--- src/rtl/dll_tx_scheduler_pkg.sv ---
// Shared types and default sizing for the DLL transmit scheduler.
//   DEF_*             : default widths and latency limits for the scheduler top
//   tx_sched_state_t  : packet-boundary / locked-source state
//   tx_src_t          : source selected for the current output beat
package dll_tx_scheduler_pkg;

    localparam int unsigned DEF_DATA_W        = 256;
    localparam int unsigned DEF_DLLP_W        = 64;
    localparam int unsigned DEF_ACK_LAT_LIMIT = 64;
    localparam int unsigned DEF_FC_LAT_LIMIT  = 512;
    localparam int unsigned DEF_AGE_W         = 10;

    typedef enum logic [1:0] {
        IDLE,
        SEND_RPL,
        SEND_TLP
    } tx_sched_state_t;

    typedef enum logic [2:0] {
        SRC_NONE,
        SRC_RPL,
        SRC_TLP,
        SRC_ACK,
        SRC_FC
    } tx_src_t;

endpackage

--- src/rtl/dll_tx_age_timer.sv ---
// Wait-age tracker for one DLLP request; flags the request urgent once it has
// waited LIMIT cycles without a grant.
//   sclk, sreset : clock, synchronous active-high reset
//   req_i        : request pending (held until granted)
//   gnt_i        : grant pulse for this request
//   urgent_o     : request pending and age >= LIMIT
module dll_tx_age_timer #(
    parameter int unsigned AGE_W = 10,
    parameter int unsigned LIMIT = 64
) (
    input  logic sclk,
    input  logic sreset,
    input  logic req_i,
    input  logic gnt_i,
    output logic urgent_o
);

    localparam logic [AGE_W-1:0] AGE_MAX = '1;
    localparam logic [AGE_W-1:0] LIMIT_V = AGE_W'(LIMIT);

    logic [AGE_W-1:0] age;

    // Saturating age; cleared whenever the request is idle or served.
    always_ff @(posedge sclk) begin
        if (sreset || !req_i || gnt_i) begin
            age <= '0;
        end else if (age != AGE_MAX) begin
            age <= age + AGE_W'(1);
        end
    end

    assign urgent_o = req_i && (age >= LIMIT_V);

endmodule

--- src/rtl/dll_tx_scheduler.sv ---
// Data Link Layer transmit scheduler: shares one PIPE beat slot between
// replayed TLPs, new TLPs, ACK/NAK DLLPs and UpdateFC DLLPs. TLPs run to
// completion once started; aged DLLPs overtake new TLPs at packet boundaries.
//   sclk, sreset                     : clock, synchronous active-high reset
//   ack_req_i/ack_dllp_i/ack_gnt_o   : ACK/NAK DLLP request, content, grant pulse
//   fc_req_i/fc_dllp_i/fc_gnt_o      : UpdateFC DLLP request, content, grant pulse
//   rpl_valid_i/data/eop/rpl_ready_o : replay TLP beat stream
//   tlp_valid_i/data/eop/tlp_ready_o : new TLP beat stream
//   tx_valid_o/tx_data_o/tx_is_dllp_o: registered output beat
//   tx_ready_i                       : framer accepts the output beat
module dll_tx_scheduler
    import dll_tx_scheduler_pkg::*;
#(
    parameter int unsigned DATA_W        = DEF_DATA_W,
    parameter int unsigned DLLP_W        = DEF_DLLP_W,
    parameter int unsigned ACK_LAT_LIMIT = DEF_ACK_LAT_LIMIT,
    parameter int unsigned FC_LAT_LIMIT  = DEF_FC_LAT_LIMIT,
    parameter int unsigned AGE_W         = DEF_AGE_W
) (
    input  logic              sclk,
    input  logic              sreset,
    input  logic              ack_req_i,
    input  logic [DLLP_W-1:0] ack_dllp_i,
    output logic              ack_gnt_o,
    input  logic              fc_req_i,
    input  logic [DLLP_W-1:0] fc_dllp_i,
    output logic              fc_gnt_o,
    input  logic              rpl_valid_i,
    input  logic [DATA_W-1:0] rpl_data_i,
    input  logic              rpl_eop_i,
    output logic              rpl_ready_o,
    input  logic              tlp_valid_i,
    input  logic [DATA_W-1:0] tlp_data_i,
    input  logic              tlp_eop_i,
    output logic              tlp_ready_o,
    output logic              tx_valid_o,
    output logic [DATA_W-1:0] tx_data_o,
    output logic              tx_is_dllp_o,
    input  logic              tx_ready_i
);

    tx_sched_state_t state;
    tx_sched_state_t state_nxt;
    tx_src_t         sel;
    logic            load_en;
    logic            ack_urgent;
    logic            fc_urgent;

    assign load_en = !tx_valid_o || tx_ready_i;

    dll_tx_age_timer #(
        .AGE_W (AGE_W),
        .LIMIT (ACK_LAT_LIMIT)
    ) u_ack_age (
        .sclk     (sclk),
        .sreset   (sreset),
        .req_i    (ack_req_i),
        .gnt_i    (ack_gnt_o),
        .urgent_o (ack_urgent)
    );

    dll_tx_age_timer #(
        .AGE_W (AGE_W),
        .LIMIT (FC_LAT_LIMIT)
    ) u_fc_age (
        .sclk     (sclk),
        .sreset   (sreset),
        .req_i    (fc_req_i),
        .gnt_i    (fc_gnt_o),
        .urgent_o (fc_urgent)
    );

    // Source selection and next state; nothing is selected while the output
    // register cannot load, so handshakes never fire during a stall.
    always_comb begin
        sel       = SRC_NONE;
        state_nxt = state;
        if (load_en && !sreset) begin
            case (state)
                IDLE: begin
                    if (rpl_valid_i)      sel = SRC_RPL;
                    else if (ack_urgent)  sel = SRC_ACK;
                    else if (fc_urgent)   sel = SRC_FC;
                    else if (tlp_valid_i) sel = SRC_TLP;
                    else if (ack_req_i)   sel = SRC_ACK;
                    else if (fc_req_i)    sel = SRC_FC;
                end
                SEND_RPL: if (rpl_valid_i) sel = SRC_RPL;
                SEND_TLP: if (tlp_valid_i) sel = SRC_TLP;
                default:  state_nxt = IDLE;
            endcase
        end
        // A TLP beat with eop closes the packet, including single-beat TLPs.
        case (sel)
            SRC_RPL: state_nxt = rpl_eop_i ? IDLE : SEND_RPL;
            SRC_TLP: state_nxt = tlp_eop_i ? IDLE : SEND_TLP;
            default: ;
        endcase
    end

    assign rpl_ready_o = (sel == SRC_RPL);
    assign tlp_ready_o = (sel == SRC_TLP);
    assign ack_gnt_o   = (sel == SRC_ACK);
    assign fc_gnt_o    = (sel == SRC_FC);

    // State register.
    always_ff @(posedge sclk) begin
        if (sreset) begin
            state <= IDLE;
        end else begin
            state <= state_nxt;
        end
    end

    // Output beat register; data is held when the slot goes empty.
    always_ff @(posedge sclk) begin
        if (sreset) begin
            tx_valid_o   <= 1'b0;
            tx_data_o    <= '0;
            tx_is_dllp_o <= 1'b0;
        end else if (load_en) begin
            tx_valid_o   <= (sel != SRC_NONE);
            tx_is_dllp_o <= (sel == SRC_ACK) || (sel == SRC_FC);
            case (sel)
                SRC_RPL: tx_data_o <= rpl_data_i;
                SRC_TLP: tx_data_o <= tlp_data_i;
                SRC_ACK: tx_data_o <= DATA_W'(ack_dllp_i);
                SRC_FC:  tx_data_o <= DATA_W'(fc_dllp_i);
                default: ;
            endcase
        end
    end

endmodule

--- config.mk ---
export PLATFORM = sky130hd
export DESIGN_NAME = dll_tx_scheduler
export DESIGN_NICKNAME = d
export VERILOG_FILES = /design/src/rtl/dll_tx_scheduler_pkg.sv /design/src/rtl/dll_tx_age_timer.sv /design/src/rtl/dll_tx_scheduler.sv
export SDC_FILE = /design/constraint.sdc
export NUM_CORES = 1
export LEC_CHECK = 0
export ABC_AREA = 1
export CORE_AREA = 2 2 353 355
export DETAILED_ROUTE_END_ITERATION = 8
export DIE_AREA = 0 0 355 357
export PLACE_DENSITY = 0.4
export SLEW_MARGIN = 5
export SYNTH_ARGS = -nofsm -noshare
export SYNTH_HDL_FRONTEND = slang
export SYNTH_SLANG_ARGS = --single-unit
--- constraint.sdc ---
create_clock -name sclk -period 2.2 [get_ports sclk]
set_clock_uncertainty 0.15 [all_clocks]
set_input_delay 0.22 -clock sclk [delete_from_list [all_inputs] [get_ports sclk]]
set_output_delay 0.22 -clock sclk [all_outputs]
set_load 0.05 [all_outputs]
# Word level (Yosys, flattened, before mapping)
# Cells that the tools add are included.
# op_classes
n_mux	16
n_lt_le_gt_ge	2
reduce_logical	20
n_addsub	2
n_eq_ne	9
# ops
operator	n
one-hot mux 256 bit (4 select lines)	1
two-way mux 3 bit	7
adder 10 x 1 -> 10 bit (second input constant)	2
inequality test 10 bit (second input constant)	2
>= comparator 10 bit (second input constant)	1
>= comparator 10 x 7 -> 1 bit (second input constant)	1
one-hot mux 3 bit (3 select lines)	1
two-way mux 2 bit	4
== test 3 x 2 -> 1 bit (second input constant)	2
logical OR 1 bit	6
nonzero test 3 bit	2
logical NOT 1 bit	4
one-hot mux 2 bit (2 select lines)	1
AND reduction 2 bit	2
nonzero test 4 bit	1
== test 3 x 1 -> 1 bit (second input constant)	1
== test 3 bit (second input constant)	1
logical AND 1 bit	3
inequality test 3 x 1 -> 1 bit (second input constant)	1
OR reduction 3 bit	1
== test 2 x 1 -> 1 bit (second input constant)	1
== test 2 bit (second input constant)	1
logical NOT 2 bit	1
two-way mux 1 bit	2
# totals
inputBits	649
regBits	280

# Longest topological paths before layout
# Gate-level depths: netlist (run 1).
# depth
word_depth	11
depth_mapped	15
depth_no_buf	13

# Modules after synthesis
# A second synthesis (run 1) with hierarchy kept.
# hier_totals
cells_unflattened	2070
area_unflattened_um2	14243.7
# modules_own_cells
module	n_inst	cells_per_inst	seq_area_each_um2	area_each_um2
dll_tx_scheduler	1	1903	5205.0	13061.3
dll_tx_age_timer at u_ack_age	1	83	200.2	594.3
dll_tx_age_timer at u_fc_age	1	84	200.2	588.1

# Least setup slack after synthesis (run 1)
# No wires, ideal clock.
# synth_path
kind	register to register
startpoint	reg tx_valid_o
endpoint	reg tx_data_o[55]
setup_slack_ps	6
arrival_ps	1974
period_less_slack_ps	2194
path_stages_with_launch	11
cell_sequence	dfxtp_1 nand2_1 nand2_1 inv_2 nand3_1 inv_1 clkbuf_1 nand2_1 nand2_1 nor2_1 a21oi_1
# synth_between
elab_chain_len	7
word_cells_on_any_way	11
classes_between	eq/ne: 4; mux: 2; reduce/logical: 5
# synth_rtl
item	line_no	rtl
start: declaration	dll_tx_scheduler.sv:36	output logic tx_valid_o,
start signal: assignment	dll_tx_scheduler.sv:122	tx_valid_o <= (sel != SRC_NONE);
logical NOT 1 bit (*)	dll_tx_scheduler.sv:49	assign load_en = !tx_valid_o || tx_ready_i;
logical OR 1 bit (*)	dll_tx_scheduler.sv:49	
logical AND 1 bit (*)	dll_tx_scheduler.sv:78	if (load_en && !sreset) begin
two-way mux 3 bit (*)	dll_tx_scheduler.sv:78	
== test 3 x 2 -> 1 bit (*)	-	
via ack_gnt_o	dll_tx_scheduler.sv:24	output logic ack_gnt_o,
nonzero test 4 bit (no line)	-	
AND reduction 2 bit (no line)	-	
end signal: assignment	dll_tx_scheduler.sv:125	SRC_RPL: tx_data_o <= rpl_data_i;
end signal: assignment	dll_tx_scheduler.sv:126	SRC_TLP: tx_data_o <= tlp_data_i;
end signal: assignment	dll_tx_scheduler.sv:127	SRC_ACK: tx_data_o <= DATA_W'(ack_dllp_i);
end: declaration	dll_tx_scheduler.sv:37	output logic [DATA_W-1:0] tx_data_o,
# The timed path passes the listed nets; every way through them passes the cells marked *.
# A chain may end at the register's enable or synchronous reset.

# Worst setup path in the final report (run 1)
# layout_path
startpoint	reg u_ack_age.age[6]
endpoint	reg tx_data_o[230]
# layout_between
elab_chain_len	9
word_cells_on_any_way	13
classes_between	order compare: 1; eq/ne: 4; mux: 5; reduce/logical: 3
# layout_rtl
item	line_no	rtl
start: declaration	dll_tx_age_timer.sv:21	logic [AGE_W-1:0] age;
start signal: assignment	dll_tx_age_timer.sv:28	age <= age + AGE_W'(1);
>= comparator 10 x 7 -> 1 bit (*)	dll_tx_age_timer.sv:32	assign urgent_o = req_i && (age >= LIMIT_V);
logical AND 1 bit (*)	dll_tx_age_timer.sv:32	
two-way mux 3 bit (*)	dll_tx_scheduler.sv:82	else if (ack_urgent) sel = SRC_ACK;
two-way mux 3 bit (*)	dll_tx_scheduler.sv:81	if (rpl_valid_i) sel = SRC_RPL;
one-hot mux 3 bit (3 select lines) (*)	dll_tx_scheduler.sv:79	case (state)
two-way mux 3 bit (*)	dll_tx_scheduler.sv:78	
== test 3 x 1 -> 1 bit (tied with other cells)	dll_tx_scheduler.sv:124	case (sel)
nonzero test 4 bit (no line)	-	
AND reduction 2 bit (no line)	-	
# Mark *: on every way between the ends. The rest lies on a longest branch, timed or not.

==> out/metrics.json, run 1 <==
{
  "synth-seq-cells": {"value": 280},
  "total_leakage_power": {"value": 15.0, "unit": "nW"},
  "wl_per_cell": {"value": 21.1, "unit": "um"},
  "p_sw_share": {"value": 37.6, "unit": "%"},
  "setup.worst_path.end_class": {"value": "flip-flop"},
  "detailedRoute.firstPassIterationCount": {"value": 8},
  "grt_use_total": {"value": 16.1, "unit": "%"},
  "clk-insertion-delay-late": {"value": 580, "unit": "ps"},
  "dr_total_vias": {"value": 21200},
  "synth_fp_nets": {"value": 3260},
  "globalplace.congestion": {"value": 0.858},
  "max_cap_viol_count": {"value": 0},
  "final_nets": {"value": 4317},
  "timing.final.crit_share": {"value": 110, "unit": "%"},
  "floorplan.die.width": {"value": 355, "unit": "um"},
  "synth_cell_types": {"value": 28},
  "floorplan.io_pins": {"value": 911},
  "grt_pass1_wl": {"value": 148000, "unit": "um"},
  "antenna_found_initial": {"value": 22},
  "max_clock_freq": {"value": 413, "unit": "MHz"},
  "ys_warn_count": {"value": 0},
  "power.combinational.fraction": {"value": 41.3, "unit": "%"},
  "dp_slack": {"value": -504, "unit": "ps"},
  "io_buffer_count": {"value": 910},
  "initial_core_util": {"value": 12.9, "unit": "%"},
  "cts-buffers-inserted": {"value": 43},
  "setup_ws": {"value": -224, "unit": "ps"},
  "area_growth": {"value": 112, "unit": "%"},
  "post_synth.cell_area_avg": {"value": 6.10, "unit": "um2"},
  "drt_iter0_drc": {"value": 1243},
  "clock_power_share": {"value": 31.7, "unit": "%"},
  "netSwitchingPower": {"value": 8.61, "unit": "mW"},
  "hpwlAfterDp": {"value": 77200, "unit": "um"},
  "grt_setup_unrepaired": {"value": "yes"},
  "power_density": {"value": 680, "unit": "mW/mm2"},
  "tightestPinTransition": {"value": 1070, "unit": "ps"},
  "sequentialPowerShare": {"value": 27.0, "unit": "%"},
  "synth_area_leader_cell": {"value": "dfxtp_1"},
  "post_drt_via_cell_ratio": {"value": 3.96},
  "timing.slew.headroom": {"value": 28.5, "unit": "%"},
  "syn-instance-count": {"value": 2607},
  "first_global_vias": {"value": 20600},
  "seq_area_frac_synth": {"value": 35.3, "unit": "%"},
  "yosys_most_used_dff": {"value": "dfxtp_1"},
  "globalRoute.totalOverflow": {"value": 0},
  "synth_top_area_share": {"value": 35.3, "unit": "%"},
  "number_of_synthesized_flops_with_an_enable_pin": {"value": 0},
  "core_region_area": {"value": 0.123, "unit": "mm2"},
  "critical_path.max_fanout": {"value": 6},
  "maximum_number_of_pins_on_one_net_before_global_route_repair": {"value": 146},
  "worst_ep_arrival_time": {"value": 2780, "unit": "ps"},
  "run_status": {"value": "finished with violations"},
  "hp_class": {"value": "input pin to flip-flop"},
  "netlist_area": {"value": 0.0159, "unit": "mm2"},
  "row_count": {"value": 129},
  "synthTopCellsByArea": {"value": "dfxtp_1 35%, nand2_1 14%, nor2_1 13%"},
  "cts_tree": {"value": "built"},
  "timing.final.setup_violations": {"value": 304},
  "final.min_clock_period": {"value": 2420, "unit": "ps"},
  "ws_path_type": {"value": "flip-flop to flip-flop"},
  "violations_in_the_final_reports": {"value": "setup timing"},
  "internal_power": {"value": 14.3, "unit": "mW"},
  "die_area": {"value": 0.127, "unit": "mm2"},
  "detailed_route_wl": {"value": 113000, "unit": "um"},
  "clock_tree.htree_level_count": {"value": 2},
  "ir_worst_vdd": {"value": 0.000480, "unit": "V"},
  "final_layout_size_suffix_gt1_share": {"value": 18.2, "unit": "%"},
  "setup.worst_path.start_class": {"value": "flip-flop"},
  "hold_viol_final": {"value": 0},
  "final_area": {"value": 0.0337, "unit": "mm2"},
  "cp_data_required_time": {"value": 2550, "unit": "ps"},
  "antenna_left": {"value": 0},
  "clock_tree.buffer_depth": {"value": 3},
  "clkTransAtPathRegs": {"value": 60, "unit": "ps"},
  "postSynth.asyncResetShare": {"value": 0, "unit": "%"},
  "reg2reg_setup_slack": {"value": -220, "unit": "ps"},
  "clock-sinks": {"value": 280},
  "cts.hold.buffers_added": {"value": 0},
  "post-route-util": {"value": 27.4, "unit": "%"},
  "post-route-drc-count": {"value": 0},
  "place_area": {"value": 0.0280, "unit": "mm2"},
  "floorplan.die.height": {"value": 357, "unit": "um"},
  "clk_root_buffer_cell": {"value": "clkbuf_16"},
  "slew_viol_final": {"value": 0}
}
==> cell families after synthesis <==
family                     count (synthesis)  synth area share (%)
DFF                                      280                  35.3
xor gates and xnor gates                  11                 0.606
buffers and inverters                    508                  13.5
and+or+nand+nor                         1646                  44.6
AOI/OAI and AO/OA                        158                  5.73
adders and majority gates                  4                 0.315
==> layer usage <==
metal,wire (um),vias to the layer above,GRT usage (%)
met5,69,-,0
met3,10500,159,6.39
met1,45800,9792,18.8
met4,3500,10,5.75
li1,-,10500,-
met2,53000,733,26.5
==> synthesized netlist by cell type (4+ instances only) <==
cell,count
nand4_1,233
o21ai_0,18
buf_2,92
o211ai_1,47
buf_1,20
xnor2_1,6
dfxtp_1,280
nand3_1,223
a21oi_1,61
xor2_1,5
clkbuf_1,67
ha_1,4
inv_2,4
inv_1,294
buf_4,31
nand2_1,609
o21ai_1,30
nor2_1,567
==> worst paths after layout <==
path,startpoint,endpoint,cells after the start
max,u_ack_age.age[6]$_SDFFE_PP0P_,tx_data_o[230]$_SDFFE_PP0P_,18
min,sreset,tx_data_o[157]$_SDFFE_PP0P_,5
max reg2reg,u_ack_age.age[6]$_SDFFE_PP0P_,tx_data_o[230]$_SDFFE_PP0P_,18
min reg2reg,u_fc_age.age[0]$_SDFFE_PP0P_,u_fc_age.age[0]$_SDFFE_PP0P_,2
==> power by group through the flow <==
| stage | combinational (mW) | clock, mW | sequential, mW |
|---|---|---|---|
| final | 9.45 | 7.26 | 6.19 |
| after global routing | 10.0 | 7.72 | 6.25 |
| after CTS | 8.67 | 7.56 | 6.07 |
| after detailed placement | 7.71 | 0 | 6.15 |
| after global placement | 7.73 | 0 | 6.15 |
| after floorplan | 2.10 | 0 | 8.06 |
==> critical path: stages, from the launching register on <==
cell and delay, ps:
dfxtp_2 320, nor2_1 100, nand2_1 80, nand2_1 90
nand2_2 70, nand2_2 80, nand2_4 70, buf_6 140
nand2_4 70, buf_6 110, nand3_4 120, buf_12 170
buf_12 140, clkbuf_16 190, clkbuf_16 180, nor2_2 70
nor2_1 40, nand2_1 100, inv_1 40
==> cells in the final DEF (no fill, tap or decap), drive strengths merged <==
master	count
a21oi	61
bufbuf	3
o21ai	48
bufinv	4
nand4	233
clkbuf	102
ha	4
dfxtp	280
buf	310
xnor2	6
nand3	225
nand3b	2
nor3	4
o211ai	47
clkdlybuf4s50	859
clkinv	4
nand2	610
dlygate4sd2	16
nor2	567
diode	13
inv	299
or2	4
nor4	1
a31oi	2
clkinvlp	1
xor2	5
==> registers in the layout, summed over array words and instances, names as in the netlist <==
name           count
state              2
tx_is_dllp_o       1
u_ack_age.age     10
tx_data_o        256
tx_valid_o         1
u_fc_age.age      10
==> repair_timing <==
action	CTS	global route
buffers inserted	38	22
gates cloned	34	40
gates resized for setup	217	369
setup endpoints to repair	385	402
pin swaps	97	152
==> area by class of cell <==
class | instances | area [um2]
Fill cell | 13500 | 89300
Multi-Input combinational cell | 1819 | 9490
Timing Repair Buffer | 1222 | 13900
Clock inverter | 10 | 168
Sequential cell | 280 | 5610
Clock buffer | 68 | 1270
Antenna cell | 13 | 32.5
Tap cell | 1637 | 2050
Inverter | 298 | 1150
==> per-stage QoR <==
step           power [mW]  TNS [ps]  std cells  hold slack, ps
2_1_floorplan        10.2         0       2607             252
3_3_place_gp         13.9   -103630       5136             340
3_5_place_dp         13.9   -111730       5136             342
4_1_cts              22.3    -55650       5281            42.6
5_1_grt              24.0    -82110       5346            90.1
6_report             22.9    -34470       5347            92.9
Note: power is estimated with default switching activity, not from simulation.
==> run 2: changes to the inputs <==
CAP_MARGIN = 10   (was default)
SLEW_MARGIN = 20   (was 5)
==> results of run 2 <==
The final DEF is identical to that of run 1; final timing and power are the same.
